## src/rtl/display_pkg.sv

```systemverilog
// Shared types and constants for the three-digit multiplexed 7-segment driver.
//   state_e    : which digit slot is being scanned (hundreds, tens, units).
//   SEG_BLANK  : all segments off (active-low).
//   SEG_E      : 'E' glyph used for non-BCD codes 10..15.
//   DIGIT_GLYPH: active-low {g,f,e,d,c,b,a} patterns for digits 0..9.
package display_pkg;

  typedef enum logic [1:0] {
    S_CEN = 2'd0,
    S_DEZ = 2'd1,
    S_UNI = 2'd2
  } state_e;

  localparam logic [6:0] SEG_BLANK = 7'h7F;
  localparam logic [6:0] SEG_E     = 7'b0000110;

  // Index 0 is the rightmost entry of the packed array.
  localparam logic [9:0][6:0] DIGIT_GLYPH = {
    7'b0010000,  // 9
    7'b0000000,  // 8
    7'b1111000,  // 7
    7'b0000010,  // 6
    7'b0010010,  // 5
    7'b0011001,  // 4
    7'b0110000,  // 3
    7'b0100100,  // 2
    7'b1111001,  // 1
    7'b1000000   // 0
  };

endpackage

```

## src/rtl/bcd_to_7seg.sv

```systemverilog
// Combinational BCD digit to active-low 7-segment decoder.
//   digit_in : 4-bit digit; 10..15 render as 'E'.
//   blank_in : 1 forces all segments off.
//   seg_out  : segments {g,f,e,d,c,b,a}, active-low.
module bcd_to_7seg
  import display_pkg::*;
(
  input  logic [3:0] digit_in,
  input  logic       blank_in,
  output logic [6:0] seg_out
);

  // NOTE: every output of an always_comb gets a default first so no path
  // leaves it unassigned, which would otherwise infer a latch.
  always_comb begin
    seg_out = SEG_E;
    if (blank_in) begin
      seg_out = SEG_BLANK;
    end else if (digit_in < 4'd10) begin
      seg_out = DIGIT_GLYPH[digit_in];
    end
  end

endmodule

```

## src/rtl/display_mux_7seg.sv

```systemverilog
// Three-digit time-multiplexed common-anode 7-segment driver.
//   clk, rst         : clock, synchronous active-high reset.
//   en               : 0 darkens the display; scanning keeps running.
//   blank_zeros      : 1 blanks leading zeros in the hundreds/tens slots.
//   centena_in/dezena_in/unidade_in : BCD digits, snapshotted once per frame.
//   seg_out          : active-low segments {g,f,e,d,c,b,a}, registered.
//   an_out           : active-low anodes {cen,dez,uni}, registered.
//   frame_start      : high on the cycle the snapshot is taken.
// Each digit slot lasts SCAN_DIV cycles; the first GUARD cycles of every slot
// keep all anodes off to avoid ghosting between digits.
module display_mux_7seg
  import display_pkg::*;
#(
  parameter int unsigned SCAN_DIV = 50000,
  parameter int unsigned GUARD    = 16
) (
  input  logic       clk,
  input  logic       rst,
  input  logic       en,
  input  logic       blank_zeros,
  input  logic [3:0] centena_in,
  input  logic [3:0] dezena_in,
  input  logic [3:0] unidade_in,
  output logic [6:0] seg_out,
  output logic [2:0] an_out,
  output logic       frame_start
);

  localparam int unsigned CNT_W = (SCAN_DIV > 2) ? $clog2(SCAN_DIV) : 1;
  localparam logic [CNT_W-1:0] CNT_LAST  = CNT_W'(SCAN_DIV - 1);
  localparam logic [CNT_W-1:0] CNT_GUARD = CNT_W'(GUARD);

  state_e           state_q, state_d;
  logic [CNT_W-1:0] cnt_q, cnt_d;
  logic [3:0]       snap_c_q, snap_c_d;
  logic [3:0]       snap_d_q, snap_d_d;
  logic [3:0]       snap_u_q, snap_u_d;
  logic [6:0]       seg_q, seg_d;
  logic [2:0]       an_q, an_d;

  logic             snap_take;
  logic [3:0]       sel_digit;
  logic             sel_blank;
  logic [2:0]       sel_an;
  logic [6:0]       glyph;

  assign snap_take   = (state_q == S_CEN) && (cnt_q == '0);
  // Reset wins over the snapshot, so no pulse while rst is held.
  assign frame_start = snap_take && !rst;

  // Slot counter, scan FSM and per-frame snapshot.
  always_comb begin
    state_d  = state_q;
    cnt_d    = cnt_q + CNT_W'(1);
    snap_c_d = snap_c_q;
    snap_d_d = snap_d_q;
    snap_u_d = snap_u_q;
    if (cnt_q == CNT_LAST) begin
      cnt_d = '0;
      case (state_q)
        S_CEN:   state_d = S_DEZ;
        S_DEZ:   state_d = S_UNI;
        default: state_d = S_CEN;
      endcase
    end
    if (snap_take) begin
      snap_c_d = centena_in;
      snap_d_d = dezena_in;
      snap_u_d = unidade_in;
    end
  end

  // Digit select and leading-zero blanking. The next-snapshot values are used
  // so the cycle that takes the snapshot already displays the new frame.
  always_comb begin
    sel_digit = snap_u_d;
    sel_blank = 1'b0;
    sel_an    = 3'b110;
    case (state_q)
      S_CEN: begin
        sel_digit = snap_c_d;
        sel_blank = blank_zeros && (snap_c_d == 4'd0);
        sel_an    = 3'b011;
      end
      S_DEZ: begin
        sel_digit = snap_d_d;
        sel_blank = blank_zeros && (snap_c_d == 4'd0) && (snap_d_d == 4'd0);
        sel_an    = 3'b101;
      end
      default: ;
    endcase
  end

  bcd_to_7seg u_dec (
    .digit_in (sel_digit),
    .blank_in (sel_blank),
    .seg_out  (glyph)
  );

  always_comb begin
    an_d  = 3'b111;
    seg_d = SEG_BLANK;
    if (en && (cnt_q >= CNT_GUARD)) begin
      an_d  = sel_an;
      seg_d = glyph;
    end
  end

  // NOTE: sequential state uses non-blocking assignments so every flop samples
  // the pre-edge values, independent of statement order.
  // The snapshot registers are reset too, so a blanked or decoded digit is
  // well defined from the very first frame.
  always_ff @(posedge clk) begin
    if (rst) begin
      state_q  <= S_CEN;
      cnt_q    <= '0;
      snap_c_q <= 4'd0;
      snap_d_q <= 4'd0;
      snap_u_q <= 4'd0;
      seg_q    <= SEG_BLANK;
      an_q     <= 3'b111;
    end else begin
      state_q  <= state_d;
      cnt_q    <= cnt_d;
      snap_c_q <= snap_c_d;
      snap_d_q <= snap_d_d;
      snap_u_q <= snap_u_d;
      seg_q    <= seg_d;
      an_q     <= an_d;
    end
  end

  assign seg_out = seg_q;
  assign an_out  = an_q;

endmodule

```

## config.mk

```make
export PLATFORM = sky130hd
export DESIGN_NAME = display_mux_7seg
export DESIGN_NICKNAME = d
export VERILOG_FILES = /design/src/rtl/display_pkg.sv /design/src/rtl/bcd_to_7seg.sv /design/src/rtl/display_mux_7seg.sv
export SDC_FILE = /design/constraint.sdc
export NUM_CORES = 1
export LEC_CHECK = 0
export BUFFER_PORTS_ARGS = -buffer_cell sky130_fd_sc_hd__buf_2
export CAP_MARGIN = 20
export CORE_MARGIN = 3
export CORE_UTILIZATION = 56
export CTS_CLUSTER_DIAMETER = 200
export DETAILED_ROUTE_END_ITERATION = 16
export PLACE_DENSITY_LB_ADDON = 0.12
export SYNTH_ARGS = -nofsm -noshare
export SYNTH_HDL_FRONTEND = slang
export SYNTH_HIERARCHICAL = 1
export SYNTH_SLANG_ARGS = --single-unit
```

## constraint.sdc

```tcl
create_clock -name clk -period 4.1 [get_ports clk]
set_input_delay 0.205 -clock clk [delete_from_list [all_inputs] [get_ports clk]]
set_output_delay 0.205 -clock clk [all_outputs]
set_load 0.1 [all_outputs]
```

Word-level counts from Yosys, hierarchy flattened
Memories as Yosys holds them, arrays and structs flattened.
Index checks and enable logic that the tools add are counted.
W data, S select, Z words.
{"block": "word_totals", "reg_bits": 40, "rom_bits": 112, "wordCells": 40, "memories": 1}
{"block": "op_classes", "add_sub_neg": 1, "order_cmp": 3, "eq_ne": 2, "muxes": 9, "n_bitwise": 2, "n_reduce_logical": 14}
{"name": "(name not given)", "words": 16, "width": 7, "read_ports": 1, "rd_ports_with_merged_regs": 0, "wr": 0, "line": "bcd_to_7seg.sv:20", "source": "seg_out = DIGIT_GLYPH[digit_in];"}
{"op": "$add A16 B1 Y16 const B", "count": 1}
{"op": "$eq A16 B16 Y1 const B", "count": 1}
{"op": "$ge A16 B5 Y1 const B", "count": 1}
{"op": "$logic_not A16 Y1", "count": 1}
{"op": "$mux W7", "count": 2}
{"op": "$mux W4", "count": 3}
{"op": "$logic_not A4 Y1", "count": 2}
{"op": "$pmux W4 S2", "count": 1}
{"op": "$pmux W3 S2", "count": 1}
{"op": "$logic_and A1 B1 Y1", "count": 5}
{"op": "$lt A4 B5 Y1 const B", "count": 1}
{"op": "$lt A4 B4 Y1 const B", "count": 1}
{"op": "$pmux W2 S2", "count": 1}
{"op": "$reduce_or A2 Y1", "count": 2}
{"op": "$reduce_or A4 Y1", "count": 1}
{"op": "$reduce_or A3 Y1", "count": 1}
{"op": "$eq A2 B1 Y1 const B", "count": 1}
{"op": "$logic_not A2 Y1", "count": 1}
{"op": "$not A1 Y1", "count": 2}
{"op": "$pmux W1 S2", "count": 1}
{"op": "$logic_not A1 Y1", "count": 1}

Longest topological paths before layout
{"block": "depth", "depth_word": 8, "depth_mapped": 13, "depth_no_buf": 12}

Modules after synthesis
Netlist, hierarchy kept.
{"module": "display_mux_7seg", "n_inst": 1, "cells_each": 202, "area_each_um2": 1744.2, "seq_area_each_um2": 800.8}
{"module": "bcd_to_7seg", "n_inst": 1, "cells_each": 30, "area_each_um2": 206.4, "seq_area_each_um2": 0.0}

Worst setup path after synthesis
Ideal clock, no wire load.
{"block": "synth_timing", "path_type": "register -> output", "from": "register cnt_q[5]", "to": "output frame_start", "arrival_time_ps": 2893, "required_time_ps": 3895, "slack_ps": 1002, "stages_incl_launch_ff": 7, "path_buffers": 3, "path_cell_list": "dfxtp_1 buf_6 or4_4 or4_1 buf_6 buf_6 nor3_2"}
{"block": "synth_between", "elab_chain_cells": 3}
{"element": "from (decl)", "line": "display_mux_7seg.sv:34", "source": "logic [CNT_W-1:0] cnt_q, cnt_d;"}
{"element": "from (signal assigned)", "line": "display_mux_7seg.sv:124", "source": "cnt_q <= cnt_d;"}
{"element": "$logic_not A16 Y1", "line": "display_mux_7seg.sv:47", "source": "assign snap_take = (state_q == S_CEN) && (cnt_q == '0);"}
{"element": "$logic_and A1 B1 Y1", "line": "display_mux_7seg.sv:47"}
{"element": "$logic_and A1 B1 Y1", "line": "display_mux_7seg.sv:49", "source": "assign frame_start = snap_take && !rst;"}
{"element": "to (decl)", "line": "display_mux_7seg.sv:26", "source": "output logic frame_start"}
Every way passes these cells.

Worst setup path in the final report
{"block": "layout_timing", "from": "register cnt_q[0]", "to": "register seg_q[3] (netlist: seg_out[3])"}
{"block": "layout_between", "elab_cells_between_ends": 19, "cone_classes": "2 x order compare; 7 x mux; 1 x bitwise; 8 x reduce/logical; 1 x memory"}
{"element": "$logic_not A16 Y1 (*)", "line": "display_mux_7seg.sv:47"}
{"element": "$logic_and A1 B1 Y1 (*)", "line": "display_mux_7seg.sv:47"}
{"element": "$mux W4", "line": "display_mux_7seg.sv:66", "source": "if (snap_take) begin"}
{"element": "$pmux W4 S2 (*)", "line": "display_mux_7seg.sv:79", "source": "case (state_q)"}
{"element": "named net sel_digit[1]", "line": "display_mux_7seg.sv:42", "source": "logic [3:0] sel_digit;"}
{"element": "$mem_v2 Z16 W7"}
{"element": "$mux W7 (implied by the code)", "line": "bcd_to_7seg.sv:20"}
{"element": "$mux W7 (*)", "line": "bcd_to_7seg.sv:19", "source": "end else if (digit_in < 4'd10) begin"}
{"element": "to (signal assigned)", "line": "display_mux_7seg.sv:128", "source": "seg_q <= seg_d;"}
{"element": "to (decl)", "line": "display_mux_7seg.sv:38", "source": "logic [6:0] seg_q, seg_d;"}
The timed path passes the listed nets; every way through them passes the cells marked *. The select of a mux whose other input is x is not followed.
A chain may end at the register's enable or synchronous reset.

==> impl_results.md <==
- Die area: 4230 um^2
- Total track usage: 19.7%
- WL final: 3870 um
- Max Buffers Root-to-Sink: 2
- Status: completed
- Final HPWL DP: 2790 um
- Vias: 1708
- Flop pwr share: 48.7%
- H-Tree Depth: 2
- Setup TNS: 0 ns
- CTS tree: yes
- Starting Density: 61.4%
- Worst-Margin Slew: 0.705 ns
- Most frequent cells in the layout: 40 x dfxtp_1, 27 x buf_2, 24 x a21oi_1, 21 x nor2_1, 21 x nand3_1
- Core footprint: 3180 um^2
- Yosys synthesis warning count: 6
- Top Ports: 27
- Most common cell after layout, fill and taps aside: dfxtp_1
- Setup crit start kind: register
- Total setup buffers inserted after CTS: 0
- Initial antenna violation count: 0
- Leak: 0.841 nW
- Iteration-0 DRC Markers: 139
- Antenna fix cells: 0
- Reg2reg start: cnt_q[0]
- P_sw: 0.220 mW
- RSZ-0062 raised after global routing: false
- Area post-placement: 2100 um^2
- Post-synth top area cell: dfxtp_1
- Switch share: 25.9%
- Clock network fraction of total power: 33.9%
- RePlAce Congestion: 0.838
- CP endpoint kind: register
- Clk_lat worst skew: 0.36 ns
- Max-slew violations: 0
- Layout cells sized above 1: 17.6%
- Area contributors post-synth: dfxtp_1 41%, a21oi_1 6.2%, nand3_1 5.4%, xnor2_1 5.4%, ha_1 4.5%
- Port-buffer cells: 26
- Cell Pwr Density: 386 nW/um^2
- Largest net degree at the start of global routing: 19
- First-pass GRT wire length: 6650 um
- Post-synth cell types: 37
- DIE WIDTH: 65.0 um
- Number of synthesized register bits: 40
- Routed wire length per instance: 12.7 um
- Clock Sinks: 40
- Hold crit path type: in -> reg
- Die Y: 65.0 um
- Fin crit share: 78.5%
- Vias/cell: 5.60
- Hold Path Depth: 3
- Nets: 283
- Relative slew slack: 52.6%
- Hold buffer count at CTS: 0
- Reg2Reg Depth: 12
- DRC: 0
- Final setup viols: 0
- Hold Path End: snap_u_q[3]
- Final Cell Area: 2200 um^2
- Endpoints failing hold: 0
- Sequential-to-total area share from yosys stat: 41.1%
- CTS Buf Count: 5
- Drt pass-1 iters: 4
- R2R Setup Slk: 0.88 ns
- ANT nets after route: 0
- R2r endpoint: seg_out[3]
- WP data required: 4.35 ns
- Post-route minimum period: 3.22 ns
- Vias in the first global route: 1583
- Area Overhead vs Synth: 12.8%
- Mean post-synth cell area: 8.41 um^2
- Reg clk slew, reported paths: 0.12 ns
- Clk_skew: 0.0152 ns
- Critical Path Fanout Max: 9
- CP arrival: 3.47 ns
- # resized after CTS: 0
- Floorplan row count: 20
- Fmax: 311 MHz
- Comb pwr share: 17.4%
- CTS Root Cell: clkbuf_4
- Max-cap check violation count: 0
- Int Power: 0.629 mW
- Yosys top cell area share: 41.1%
- Hold_sp: unidade_in[3]
- Crit path kind: reg -> reg
- Cell area after synthesis: 1950 um^2
- Worst IR drop on VDD: 244 uV
- Mapped Cells: 232
- Congestion Overflow GR: 0
- Syn_nets: 255
[critical path, stage by stage (launching register included)]
cell	delay, ns
dfxtp_1	0.37
inv_1	0.07
ha_1	0.12
or3b_2	0.46
or4_1	0.70
mux2i_1	0.19
a21oi_1	0.38
inv_1	0.16
ha_1	0.33
inv_1	0.04
a21oi_1	0.11
o21bai_1	0.06
nand2b_1	0.13
[power groups by stage]
stage / combinational, mW / clock [mW] / sequential (mW)
floorplan: 0.122 / 0 / 0.419
global placement: 0.144 / 0 / 0.422
detailed placement: 0.146 / 0 / 0.422
CTS: 0.147 / 0.296 / 0.413
global route: 0.166 / 0.302 / 0.416
finish: 0.148 / 0.288 / 0.413
[cell usage after synthesis (all sizes together)]
| cell | count |
|---|---|
| nand2 | 11 |
| o21ai | 14 |
| inv | 12 |
| o21bai | 4 |
| o22ai | 4 |
| a21o | 3 |
| a21oi | 24 |
| nor3b | 1 |
| nor2 | 21 |
| xor2 | 2 |
| or3b | 1 |
| or2 | 1 |
| or4 | 5 |
| o41ai | 1 |
| a311o | 1 |
| nor2b | 2 |
| nor3 | 7 |
| nand4 | 4 |
| xnor2 | 12 |
| clkbuf | 3 |
| nand3 | 21 |
| buf | 7 |
| and3 | 1 |
| ha | 7 |
| or3 | 1 |
| dfxtp | 40 |
| mux2i | 4 |
| nor4 | 11 |
| nand2b | 7 |
[worst max-delay path by stage]
stage	start	to	slack (ns)
final	cnt_q[0]	seg_out[3]	0.88
after floorplan	cnt_q[5]	frame_start	1.00
after detailed placement	cnt_q[0]	seg_out[0]	0.87
after CTS	cnt_q[0]	seg_out[0]	0.86
after global routing	cnt_q[0]	seg_out[3]	0.64
after global placement	cnt_q[0]	seg_out[3]	0.95
[cell families after synthesis]
kind of cell / synth area share, %
AND/OR/NAND/NOR: 25.8
AO/OA/AOI/OAI: 14.7
flip-flops: 41.1
buffers and inverters: 5.64
XOR/XNOR: 6.29
adder cells (fa/ha/maj): 4.49
multiplexers: 2.05
[state kept, by name, indices dropped and copies added (netlist names)]
register  flops
snap_u_q      4
an_out        3
cnt_q        16
state_q       2
seg_out       7
snap_c_q      4
snap_d_q      4
[area by class of cell]
type | instances | area, um^2
timing repair buffer | 31 | 165
sequential | 40 | 801
fill | 271 | 977
tap | 44 | 55.1
inverter | 12 | 45.0
clock buffer | 7 | 65.1
multi-input combinational | 170 | 1040
clock inverter | 1 | 30.0
[per-layer routing]
metal  vias up  global-route usage (%)  routed length, um
met3         5                    4.33                197
met5         -                       0                  0
met1       789                    23.9               1710
li1        878                       -                  -
met4         0                    8.55                 31
met2        36                    33.5               1930
[through the flow]
step	power [mW]	hold slack (ns)	utilization (%)	std cells	setup slack, ns
5_1_grt	0.883	0.102	69.3	305	0.644
4_1_cts	0.855	0.0814	69.1	304	0.858
3_3_place_gp	0.566	0.439	66.1	296	0.949
6_report	0.849	0.0868	69.3	305	0.881
2_1_floorplan	0.541	0.357	-	232	1.00
3_5_place_dp	0.568	0.438	66.1	296	0.873
Note: power is estimated with default switching activity, not from simulation.
